**src/rtl/latch_bank_wr_sched.sv**
```systemverilog
// latch_bank_wr_sched
//   Round-robin write scheduler for a bank of DEPTH level-sensitive latches
//   that share one data bus. Each accepted write runs SETUP -> OPEN -> HOLD,
//   so exactly one latch enable pulses for one cycle, and lat_d is stable
//   for at least one cycle on each side of that pulse.
//
//   Optional feature (macro LBW_BACK2BACK_EN):
//     defined   - HOLD also arbitrates and may go straight to SETUP (3 cycles/write)
//     undefined - HOLD always returns to IDLE (4 cycles/write)
//
//   Handshake: a requester holds req/wr_addr/wr_data stable until it sees its
//   one-cycle gnt pulse, and may drop req in that same cycle. req is only
//   sampled at an arbitration point (IDLE, or HOLD when back-to-back is on).
//   A req withdrawn before it is sampled is never granted.
//
//   All outputs are registered. dbg_state exposes the FSM state for checkers.
module latch_bank_wr_sched #(
   parameter int NREQ  = 4,
   parameter int WIDTH = 8,
   parameter int DEPTH = 4,
   parameter int AW    = $clog2(DEPTH)
) (
   input  logic                  clk,
   input  logic                  rst,
   input  logic [NREQ-1:0]       req,
   input  logic [NREQ*AW-1:0]    wr_addr,
   input  logic [NREQ*WIDTH-1:0] wr_data,
   output logic [NREQ-1:0]       gnt,
   output logic [WIDTH-1:0]      lat_d,
   output logic [DEPTH-1:0]      lat_en,
   output logic                  busy,
   output logic                  err,
   output logic [1:0]            dbg_state
);

   localparam int PW = (NREQ > 1) ? $clog2(NREQ) : 1;

   typedef enum logic [1:0] {
      S_IDLE  = 2'd0,
      S_SETUP = 2'd1,
      S_OPEN  = 2'd2,
      S_HOLD  = 2'd3
   } state_t;

   // registered state and outputs
   state_t           r_state;
   logic [PW-1:0]    r_rr_ptr;
   logic [AW-1:0]    r_addr;
   logic [NREQ-1:0]  r_gnt;
   logic [WIDTH-1:0] r_lat_d;
   logic [DEPTH-1:0] r_lat_en;
   logic             r_busy;
   logic             r_err;

   // arbiter results
   logic             w_win_found;
   logic [PW-1:0]    w_win_idx;
   logic [AW-1:0]    w_win_addr;
   logic [WIDTH-1:0] w_win_data;
   logic [PW-1:0]    w_ptr_after_win;
   int               w_idx;

   // decoded enable for the captured address (all zero when out of range)
   logic [DEPTH-1:0] w_addr_dec;

   // next-state values
   state_t           w_state_nxt;
   logic             w_grant;
   logic [PW-1:0]    w_rr_ptr_nxt;
   logic [AW-1:0]    w_addr_nxt;
   logic [NREQ-1:0]  w_gnt_nxt;
   logic [WIDTH-1:0] w_lat_d_nxt;
   logic [DEPTH-1:0] w_lat_en_nxt;
   logic             w_busy_nxt;
   logic             w_err_nxt;

   // Round-robin search: first set req bit at or above r_rr_ptr, wrapping.
   always_comb begin
      w_win_found = 1'b0;
      w_win_idx   = '0;
      w_win_addr  = '0;
      w_win_data  = '0;
      w_idx       = 0;
      for (int k = 0; k < NREQ; k++) begin
         w_idx = int'(r_rr_ptr) + k;
         if (w_idx >= NREQ) begin
            w_idx = w_idx - NREQ;
         end
         if (!w_win_found && req[w_idx]) begin
            w_win_found = 1'b1;
            w_win_idx   = PW'(w_idx);
            w_win_addr  = wr_addr[w_idx*AW +: AW];
            w_win_data  = wr_data[w_idx*WIDTH +: WIDTH];
         end
      end
   end

   // Pointer moves to the requester just after the winner, wrapping at NREQ.
   always_comb begin
      if (int'(w_win_idx) == NREQ - 1) begin
         w_ptr_after_win = '0;
      end else begin
         w_ptr_after_win = w_win_idx + PW'(1);
      end
   end

   // One-hot decode of the captured entry address; out-of-range decodes to 0.
   always_comb begin
      w_addr_dec = '0;
      for (int e = 0; e < DEPTH; e++) begin
         w_addr_dec[e] = (int'(r_addr) == e);
      end
   end

   // Next-state and registered-output values for the SETUP/OPEN/HOLD sequence.
   always_comb begin
      w_state_nxt  = r_state;
      w_grant      = 1'b0;
      w_rr_ptr_nxt = r_rr_ptr;
      w_addr_nxt   = r_addr;
      w_gnt_nxt    = '0;
      w_lat_d_nxt  = r_lat_d;
      w_lat_en_nxt = '0;
      w_err_nxt    = 1'b0;

      case (r_state)
         S_IDLE: begin
            w_grant = w_win_found;
         end
         S_SETUP: begin
            // data has been stable for a full cycle; open the target latch
            w_state_nxt  = S_OPEN;
            w_lat_en_nxt = w_addr_dec;
         end
         S_OPEN: begin
            w_state_nxt = S_HOLD;
         end
         S_HOLD: begin
            w_state_nxt = S_IDLE;
`ifdef LBW_BACK2BACK_EN
            // lat_d only moves on SETUP entry, so the hold cycle stays intact
            w_grant = w_win_found;
`endif
         end
         default: begin
            w_state_nxt = S_IDLE;
         end
      endcase

      // acceptance: capture the winner and launch its SETUP cycle
      if (w_grant) begin
         w_state_nxt  = S_SETUP;
         w_rr_ptr_nxt = w_ptr_after_win;
         w_addr_nxt   = w_win_addr;
         w_gnt_nxt    = NREQ'(1) << w_win_idx;
         w_lat_d_nxt  = w_win_data;
         w_err_nxt    = (int'(w_win_addr) >= DEPTH);
      end

      w_busy_nxt = (w_state_nxt != S_IDLE);
   end

   // State and output registers; reset drops any in-flight write.
   always_ff @(posedge clk) begin
      if (rst) begin
         r_state  <= S_IDLE;
         r_rr_ptr <= '0;
         r_addr   <= '0;
         r_gnt    <= '0;
         r_lat_d  <= '0;
         r_lat_en <= '0;
         r_busy   <= 1'b0;
         r_err    <= 1'b0;
      end else begin
         r_state  <= w_state_nxt;
         r_rr_ptr <= w_rr_ptr_nxt;
         r_addr   <= w_addr_nxt;
         r_gnt    <= w_gnt_nxt;
         r_lat_d  <= w_lat_d_nxt;
         r_lat_en <= w_lat_en_nxt;
         r_busy   <= w_busy_nxt;
         r_err    <= w_err_nxt;
      end
   end

   assign gnt       = r_gnt;
   assign lat_d     = r_lat_d;
   assign lat_en    = r_lat_en;
   assign busy      = r_busy;
   assign err       = r_err;
   assign dbg_state = r_state;

endmodule

```
**config.mk**
```make
export PLATFORM = sky130hd
export DESIGN_NAME = latch_bank_wr_sched
export DESIGN_NICKNAME = d
export VERILOG_FILES = /design/src/rtl/latch_bank_wr_sched.sv
export SDC_FILE = /design/constraint.sdc
export NUM_CORES = 1
export LEC_CHECK = 0
export BUFFER_PORTS_ARGS = -buffer_cell sky130_fd_sc_hd__buf_2
export CORE_ASPECT_RATIO = 2
export CORE_UTILIZATION = 58
export CTS_CLUSTER_SIZE = 20
export DETAILED_ROUTE_END_ITERATION = 10
export PLACE_DENSITY = 0.83
export SKIP_LAST_GASP = 1
export SLEW_MARGIN = 40
export SYNTH_ARGS = -nofsm -noshare
export SYNTH_HDL_FRONTEND = slang
export SYNTH_SLANG_ARGS = --single-unit
```
**constraint.sdc**
```tcl
create_clock -name clk -period 7.1 [get_ports clk]
set_clock_uncertainty 0.2 [all_clocks]
set_input_delay 0.71 -clock clk [delete_from_list [all_inputs] [get_ports clk]]
set_output_delay 0.71 -clock clk [all_outputs]
set_load 0.02 [all_outputs]
```
==> results_dict.tcl, run 1 <==
set metrics [dict create \
    hpwl_microns 5160 \
    viasPerCell 6.73 \
    die_y_microns 95.7 \
    grt.total_usage 0.292 \
    tns_ps 0 \
    drive_gt1_frac 0.359 \
    antenna_found_initial 0 \
    outcome "finished clean" \
    cts_tree "built" \
    clk_latency_ps 260 \
    min_path_type "flip-flop to flip-flop" \
    yosysWarnings 0 \
    synthMuxAreaShare 0.337 \
    drv_cap 0 \
    grt_pass1_wl_microns 10600 \
    ys_ff_latch 23 \
    drc 0 \
    final_common_cell "buf_2" \
    synth_cell_types 52 \
    root_buffer "clkbuf_8" \
    cts_resized 0 \
    fp.dieW_microns 48.8 \
    synth_fa_ha_area_frac 0.0393 \
    fin_crit_ps 3500 \
    numCtsBuffers 3 \
    post-cts-setup-buffers 0 \
    p_per_area_nw_per_um2 415 \
    drt_iter0_markers 70 \
    first_pass_iters 4 \
    cp_max_fo 24 \
    leakagePower_nw 1.16 \
    finalSetupViolCount 0 \
    maxSlewViolCount 0 \
    cts_sinks 23 \
    clk_pin_slew_ps 80 \
    reg2reg_slack_ps 3600 \
    cp_slowest_cell "mux4_2" \
    startpoint_type "flip-flop" \
    syn_to_final_growth_pct 13.7 \
    path_buf_inv 2 \
    fin_nets 367 \
    grt_pass1_vias 2342 \
    rows 33 \
    rsz0062_at_grt "no" \
    yosysSeqAreaShare 0.181 \
    crit_path_cell_trace "buf_16 -> inv_1 -> ha_1 -> mux4_2 -> or3_1 -> o21a_1 -> nor2_4 -> nor2_2 -> or2_1" \
    drt_wl_total_microns 6610 \
    start_util 0.610 \
    holdBufCountCts 0 \
    avgSynthCellArea_sq_um 9.57 \
    slew-limit-headroom 0.485 \
    io_pins 66 \
    htreeDepth 1 \
    end_kind "flip-flop" \
    insertedDiodeCount 0 \
    fin_crit_sh 0.492 \
    port_buffers 64 \
    fmax_ghz 0.286 \
    fin_util 0.694 \
    cp.arrival_ps 3450 \
    finalPower_mw 1.20 \
    core_sq_um 4170 \
    gp_congestion 0.922 \
    slowest_delay_ps 690 \
    layout_common_cells "buf_2 (64), mux2i_1 (26), mux4_2 (25)" \
    cp.required_ps 7050 \
    vias 2449 \
    crit_family "simple AND/OR/NAND/NOR gates" \
    wire_per_inst_microns 18.2 \
    dieArea_sq_um 4670 \
    synthCells 266 \
    synth-simple-area-share 0.157 \
    synth-compound-area-share 0.209 \
    ant_nets 0 \
    cts_buffer_depth 2 \
    synth_area_sq_um 2540 \
    grt.overflow.total 0 \
    ir_drop_v 0.000326 \
    tightest_slew_ps 770 \
    synth_top_family_by_area "multiplexers" \
    grt_max_degree 29 \
    final_hold_viol_count 0 \
    path_class "flip-flop to flip-flop" \
    syn_nets 320 \
    synth-xor-area-share 0.00688 \
]
==> cells in the mapped netlist (all sizes together) <==
| cell type | instances | share of area |
|---|---|---|
| a2111oi | 2 | 0.012 |
| a211oi | 3 | 0.0088 |
| a21o | 1 | 0.0030 |
| a21oi | 15 | 0.029 |
| a221oi | 2 | 0.0069 |
| a22o | 3 | 0.010 |
| a22oi | 4 | 0.012 |
| a2bb2oi | 1 | 0.0034 |
| a311oi | 1 | 0.0034 |
| a31oi | 3 | 0.0074 |
| a32o | 6 | 0.024 |
| and3 | 8 | 0.020 |
| buf | 20 | 0.050 |
| clkbuf | 6 | 0.0088 |
| conb | 1 | 0.0015 |
| dfxtp | 23 | 0.18 |
| ha | 8 | 0.039 |
| inv | 7 | 0.010 |
| mux2 | 3 | 0.013 |
| mux2i | 26 | 0.10 |
| mux4 | 25 | 0.22 |
| nand2 | 17 | 0.025 |
| nand2b | 5 | 0.018 |
| nand3 | 6 | 0.012 |
| nand3b | 2 | 0.0059 |
| nor2 | 18 | 0.033 |
| nor2b | 4 | 0.0098 |
| nor3 | 4 | 0.0079 |
| nor3b | 2 | 0.0059 |
| nor4 | 1 | 0.0025 |
| nor4b | 1 | 0.0034 |
| o211ai | 8 | 0.029 |
| o21a | 2 | 0.0059 |
| o21ai | 14 | 0.029 |
| o221ai | 2 | 0.0069 |
| o22ai | 1 | 0.0025 |
| o31ai | 2 | 0.0079 |
| o32a | 2 | 0.0079 |
| or2 | 3 | 0.0084 |
| or3 | 2 | 0.0049 |
| xnor2 | 2 | 0.0069 |
==> flip-flops by register name (all words and copies together) (netlist names), named ones only <==
register,cells
lat_en,4
r_addr,2
gnt,4
dbg_state,2
lat_d,8
busy,1
r_rr_ptr,1
==> kinds of logic after synthesis <==
family / after synthesis
AND/OR/NAND/NOR: 73
AO/OA/AOI/OAI: 72
multiplexers: 54
buffers and inverters: 33
flip-flops: 23
adder cells (fa/ha/maj): 8
XOR/XNOR: 2
other: 1
==> per-layer routing <==
metal | wire [microns] | GRT usage
met1 | 2430 | 0.320
met4 | 218 | 0.181
met5 | 0 | 0
met2 | 3650 | 0.536
met3 | 304 | 0.0239
==> power by group <==
group          total, mW  internal, mW  switching, mW  leakage (nW)
Clock             0.0778        0.0399         0.0379        0.0228
Combinational      0.912         0.403          0.509         0.943
Sequential         0.210         0.173         0.0365         0.190
==> worst register-to-register path, delay by kind of cell, from the launching register on <==
family | cells | cell delay [ps]
compound gates | 1 | 390
fa+ha+maj | 1 | 330
buf+inv | 2 | 330
flops | 1 | 550
mux | 1 | 690
simple gates | 4 | 900
==> final cells by class <==
class,instances,area [sq um]
Fill cell,362,1280
Inverter,7,26.3
Tap cell,52,65.1
Multi-Input combinational cell,210,1910
Clock buffer,4,45.0
Timing Repair Buffer,68,383
Sequential cell,23,464
==> stage by stage <==
stage	instances	cell area, sq um	hold WS, ps	worst slack (ps)
floorplan	266	2540	234	3350
global placement	358	2800	240	3360
detailed placement	360	2850	252	3620
CTS	364	2890	269	3600
global route	364	2890	309	3420
finish	364	2890	270	3600
==> worst paths after layout <==
kind / from / end / cells past startpoint
worst max-delay path: flip-flop / busy / 9
worst min-delay path: lat_d[4] / lat_d[4] / 2
worst max register to register: flip-flop / busy / 9
worst min register to register: lat_d[4] / lat_d[4] / 2
Power figures use the tool's default switching activity.
==> run 2, diff against run 1 <==
--- a/config.mk
+++ b/config.mk
@@ -5,12 +5,13 @@
 export SDC_FILE = /design/constraint.sdc
 export NUM_CORES = 1
 export LEC_CHECK = 0
+export ABC_AREA = 1
 export BUFFER_PORTS_ARGS = -buffer_cell sky130_fd_sc_hd__buf_2
 export CORE_ASPECT_RATIO = 2
-export CORE_UTILIZATION = 58
+export CORE_UTILIZATION = 49
 export CTS_CLUSTER_SIZE = 20
 export DETAILED_ROUTE_END_ITERATION = 10
-export PLACE_DENSITY = 0.83
+export PLACE_DENSITY = 0.74
 export SKIP_LAST_GASP = 1
 export SLEW_MARGIN = 40
 export SYNTH_ARGS = -nofsm -noshare
==> constraint.sdc (replaced) <==
create_clock -name clk -period 3.2 [get_ports clk]
set_clock_uncertainty 0.2 [all_clocks]
set_input_delay 0.32 -clock clk [delete_from_list [all_inputs] [get_ports clk]]
set_output_delay 0.32 -clock clk [all_outputs]
set_load 0.02 [all_outputs]
==> results_dict.tcl, run 2 <==
set metrics [dict create \
    ys.flop_type "dfxtp_1" \
    min_path_type "primary input to flip-flop" \
    root_buffer "clkbuf_8" \
    antenna_found_initial 0 \
    rsz0062_at_grt "no" \
    numCtsBuffers 3 \
    drive_gt1_frac 0.226 \
    fin_crit_ps 2450 \
    drv_cap 0 \
    start_util 0.517 \
    first_pass_iters 4 \
    avgSynthCellArea_sq_um 5.74 \
    io_pins 66 \
    clk_latency_ps 260 \
    seq_power_share 0.141 \
    finalSetupViolCount 0 \
    holdBufCountCts 0 \
    synth_top_cells_by_area "dfxtp_1 (17%), nand2_1 (16%), o21ai_0 (14%)" \
    fin_nets 572 \
    dieArea_sq_um 5830 \
    grt.overflow.total 0 \
    ir_drop_v 0.000697 \
    drc 0 \
    fp.dieW_microns 54.5 \
    startpoint_type "flip-flop" \
    die_y_microns 107 \
    synth_edf_count 0 \
    cp_max_fo 47 \
    async_flop_share 0 \
    yosysSeqAreaShare 0.170 \
    outcome "finished clean" \
    finalPower_mw 2.99 \
    cp.required_ps 3160 \
    synth_cell_types 34 \
    layout_common_cells "nand2_1 (114), o21ai_0 (76), buf_2 (64)" \
    dp_cells 571 \
    yosysTopAreaCellShare 0.170 \
    clk_pin_slew_ps 80 \
    fmax_ghz 0.409 \
    gp_congestion 0.916 \
    p_per_area_nw_per_um2 982 \
    leakagePower_nw 1.52 \
    tns_ps 0 \
    seq_area_sq_um 462 \
    cts_buffer_depth 2 \
    viasPerCell 5.36 \
    rows 37 \
    grt_max_degree 48 \
    switching_share 0.584 \
    final_hold_viol_count 0 \
    netSwitchingPower_mw 1.75 \
    final_common_cell "nand2_1" \
    fill_cells 574 \
    cp.arrival_ps 2410 \
    syn_nets 525 \
    clockPowerShare 0.060 \
    wire_per_inst_microns 12.4 \
    synthCells 471 \
    yosysWarnings 0 \
    path_class "flip-flop to flip-flop" \
    grt_pass1_vias 2857 \
    yosysMostFrequentCell "nand2_1" \
    cts_resized 0 \
    multi_input_area_sq_um 1850 \
    cts_tree "built" \
    fin_crit_sh 0.764 \
    drt_iter0_markers 107 \
    port_buffers 64 \
    maxSlewViolCount 0 \
    intPower_mw 1.24 \
    post-cts-setup-buffers 0 \
    syn_to_final_growth_pct 12.6 \
    htreeDepth 1 \
    ys_ff_latch 23 \
    ant_nets 0 \
    hpwl_microns 5640 \
    vias 3082 \
    netlist_top_cells_count "nand2_1 (114), o21ai_0 (76), inv_1 (52), a21oi_1 (46), nor2_1 (31)" \
    synth_area_sq_um 2700 \
    grt.total_usage 0.266 \
    fin_cells 575 \
    cts_sinks 23 \
    core_sq_um 5230 \
    largest_reg_flops 8 \
    grt_pass1_wl_microns 12000 \
    drt_wl_total_microns 7150 \
    insertedDiodeCount 0 \
    end_kind "flip-flop" \
    p_comb_frac 0.798 \
    yosysTopAreaCell "dfxtp_1" \
]
## run 2: worst max-delay path, cell delays in order (launching register included)
cell	delay [ps]
dfxtp_2	340
buf_4	370
nand2_1	180
nand3_2	130
nand2_2	220
inv_2	150
nand3_4	110
nand2_4	120
nand2_4	110
inv_4	180
nor2_1	70
inv_2	100
nor2_1	50
## run 2: final timing paths
check	start	endpoint	slack, ps	cells after the start
max reg2reg	flip-flop	gnt[2]	750	12
min	rst	r_addr[0]	250	2
min reg2reg	lat_d[7]	lat_d[7]	280	2
max	flip-flop	gnt[2]	750	12
## run 2: per-stage QoR
stage                     instance area [sq um]  utilization  setup WS [ps]  hold slack (ps)
final                                      3040        0.582            754              247
after detailed placement                   3000        0.573            753              264
after global routing                       3040        0.582            454              254
after global placement                     3000        0.573            777              264
after floorplan                            2700            -            544              261
after CTS                                  3040        0.582            743              248
## run 2: logic make-up (layout without fill, tap and decap cells)
family	count (synthesis)	count (layout)	share of synthesized area
muxes	2	2	0.00741
and+or+nand+nor	201	201	0.341
adders and majority gates	8	8	0.0370
DFF	23	23	0.170
buffers and inverters	89	135	0.144
AOI/OAI and AO/OA	147	147	0.300
other	1	1	0.00139
## run 2: metal layers
layer | part of all wire | global-route usage | routed length [microns]
met4 | 0.018 | 0.0934 | 127
met5 | 0 | 0 | 0
met2 | 0.53 | 0.480 | 3810
met1 | 0.41 | 0.311 | 2950
met3 | 0.037 | 0.0113 | 265
## run 2: power by group through the flow
stage | Clock (mW) | Combinational, mW | Sequential, mW
after floorplan | 0 | 1.84 | 0.516
after global placement | 0 | 2.34 | 0.427
after detailed placement | 0 | 2.37 | 0.428
after CTS | 0.182 | 2.38 | 0.422
after global routing | 0.196 | 2.70 | 0.436
final | 0.180 | 2.39 | 0.422
## run 2: area by class of cell
type                       instances  share of cell area
clock buffer                       3              0.0136
multi-input combinational        359               0.609
timing repair buffer              73               0.127
clock inverter                     1             0.00164
tap                               58              0.0238
sequential                        23               0.152
inverter                          58              0.0724
==> run 3, diff against run 2 <==
--- a/config.mk
+++ b/config.mk
@@ -5,13 +5,13 @@
 export SDC_FILE = /design/constraint.sdc
 export NUM_CORES = 1
 export LEC_CHECK = 0
-export ABC_AREA = 1
+export ABC_AREA = 0
 export BUFFER_PORTS_ARGS = -buffer_cell sky130_fd_sc_hd__buf_2
 export CORE_ASPECT_RATIO = 2
 export CORE_UTILIZATION = 49
 export CTS_CLUSTER_SIZE = 20
 export DETAILED_ROUTE_END_ITERATION = 10
-export PLACE_DENSITY = 0.74
+export PLACE_DENSITY = 0.75
 export SKIP_LAST_GASP = 1
 export SLEW_MARGIN = 40
 export SYNTH_ARGS = -nofsm -noshare
==> constraint.sdc (replaced) <==
create_clock -name clk -period 2.2 [get_ports clk]
set_clock_uncertainty 0.2 [all_clocks]
set_input_delay 0.22 -clock clk [delete_from_list [all_inputs] [get_ports clk]]
set_output_delay 0.22 -clock clk [all_outputs]
set_load 0.02 [all_outputs]
==> results_dict.tcl, run 3 (synthesized netlist as in run 1, its figures left out) <==
set metrics [dict create \
    min_path_type "primary input to flip-flop" \
    grt.total_usage 0.279 \
    rows 36 \
    fin_util 0.699 \
    cp.arrival_ps 2610 \
    grt.overflow.total 0 \
    fill_cells 391 \
    fin_crit_sh 1.20 \
    clk_latency_ps 270 \
    fmax_ghz 0.378 \
    hold_start "rst" \
    cp_slowest_cell "mux4_2" \
    reg2regPathDepth 8 \
    cts_buffer_depth 2 \
    ir_drop_v 0.00120 \
    insertedDiodeCount 0 \
    grt_max_degree 39 \
    maxSlewViolCount 0 \
    die_y_microns 104 \
    crit_path_cell_trace "inv_2 -> ha_4 -> buf_6 -> mux4_2 -> and3_1 -> o21ai_0 -> o221ai_1 -> a32o_1" \
    slowest_delay_ps 570 \
    vias 2664 \
    drt_wl_total_microns 7770 \
    reg2reg_slack_ps -440 \
    fin_nets 408 \
    port_buffers 64 \
    r2r-start "r_rr_ptr[1]" \
    start_util 0.518 \
    r2r-end "lat_d[2]" \
    antenna_found_initial 0 \
    ant_nets 0 \
    hpwl_microns 5500 \
    io_pins 66 \
    wire_per_inst_microns 18.9 \
    clk_pin_slew_ps 90 \
    rsz0062_at_grt "yes" \
    cp_max_fo 26 \
    viasPerCell 6.50 \
    dieArea_sq_um 5500 \
    first_pass_iters 5 \
    end_kind "flip-flop" \
    final_hold_viol_count 0 \
    largest_reg_flops 8 \
    finalPower_mw 4.92 \
    p_per_area_nw_per_um2 1430 \
    startpoint_type "flip-flop" \
    root_buffer "clkbuf_8" \
    grt_pass1_vias 2516 \
    fin_ws_ps -442 \
    grt_pass1_wl_microns 11600 \
    fin_crit_ps 2640 \
    htreeDepth 1 \
    drc 0 \
    cts_sinks 23 \
    cp.required_ps 2170 \
    path_class "flip-flop to flip-flop" \
    fp.dieW_microns 53.0 \
    final_common_cell "buf_2" \
    cts_tree "built" \
    core_sq_um 4910 \
    drt_iter0_markers 158 \
    numCtsBuffers 3 \
    drive_gt1_frac 0.501 \
    violations "negative setup slack" \
    syn_to_final_growth_pct 34.8 \
    drv_cap 0 \
    gp_congestion 0.946 \
    min_path_cells 2 \
    leakagePower_nw 1.40 \
    layout_common_cells "buf_2 (64), buf_4 (32), mux2i_1 (26)" \
    holdBufCountCts 0 \
    finalSetupViolCount 18 \
    outcome "finished, violations left" \
]
## run 3: cell types whose count changed in the layout (fill, tap and decap cells not counted), sizes merged, moves of 5 or more
cell	change
inv	-50
nand2b	+5
nand2	-111
o21ai	-63
mux2i	+24
mux4	+25
buf	+36
and3	+8
a21oi	-40
nor2	-16
nand3	-23
a32o	+6
## run 3: metrics by stage
step | setup WS (ps) | setup TNS [ps] | hold WS (ps) | cell area (sq um) | std cells
after floorplan | -953 | -14630 | 216 | 2600 | 266
after global placement | -415 | -5940 | 243 | 3110 | 397
after detailed placement | -494 | -6530 | 250 | 3110 | 397
after CTS | -355 | -5030 | 193 | 3280 | 406
after global routing | -564 | -7250 | 233 | 3430 | 410
final | -442 | -6110 | 222 | 3430 | 410
## run 3: worst max-delay path by stage
stage	slack, ps	end	startpoint
2_1_floorplan	-950	busy	flip-flop
3_3_place_gp	-420	r_rr_ptr[1]	r_rr_ptr[1]
3_5_place_dp	-490	lat_d[0]	r_rr_ptr[1]
4_1_cts	-360	lat_d[0]	flip-flop
5_1_grt	-560	lat_d[2]	r_rr_ptr[1]
6_report	-440	lat_d[2]	r_rr_ptr[1]
## run 3: what timing repair did
| item | CTS | global route |
|---|---|---|
| pin swaps | 17 | 8 |
| setup endpoints to repair | 18 | 18 |
| hold endpoints to repair | 0 | 0 |
| gates resized for setup | 24 | 22 |
| setup buffers | 5 | 4 |
## run 3: layer usage
layer | vias up | GRT usage | wire (microns)
li1 | 1211 | - | -
met1 | 1264 | 0.327 | 2650
met2 | 157 | 0.476 | 4230
met3 | 32 | 0.0380 | 561
met4 | 0 | 0.133 | 334
met5 | - | 0 | 0
## run 3: power breakdown
group,total (mW),internal (mW),switching (mW)
Sequential,0.634,0.561,0.0734
Clock,0.263,0.129,0.134
Combinational,4.02,1.94,2.07
Total,4.92,2.63,2.28
## run 3: critical path, delay by kind of cell (launching register included)
| kind | cells | cell delay [ps] |
|---|---|---|
| AO/OA/AOI/OAI | 3 | 610 |
| adder cells (fa/ha/maj) | 1 | 270 |
| buffers and inverters | 2 | 310 |
| flip-flops | 1 | 360 |
| multiplexers | 1 | 570 |
| AND/OR/NAND/NOR | 1 | 220 |
## run 3: final cells by class
cell class	count	area [sq um]	share of cell area
Clock buffer	4	45.0	0.0131
Inverter	7	28.8	0.00839
Multi-Input combinational cell	210	2090	0.608
Sequential cell	23	465	0.136
Tap cell	57	71.3	0.0208
Timing Repair Buffer	109	733	0.214
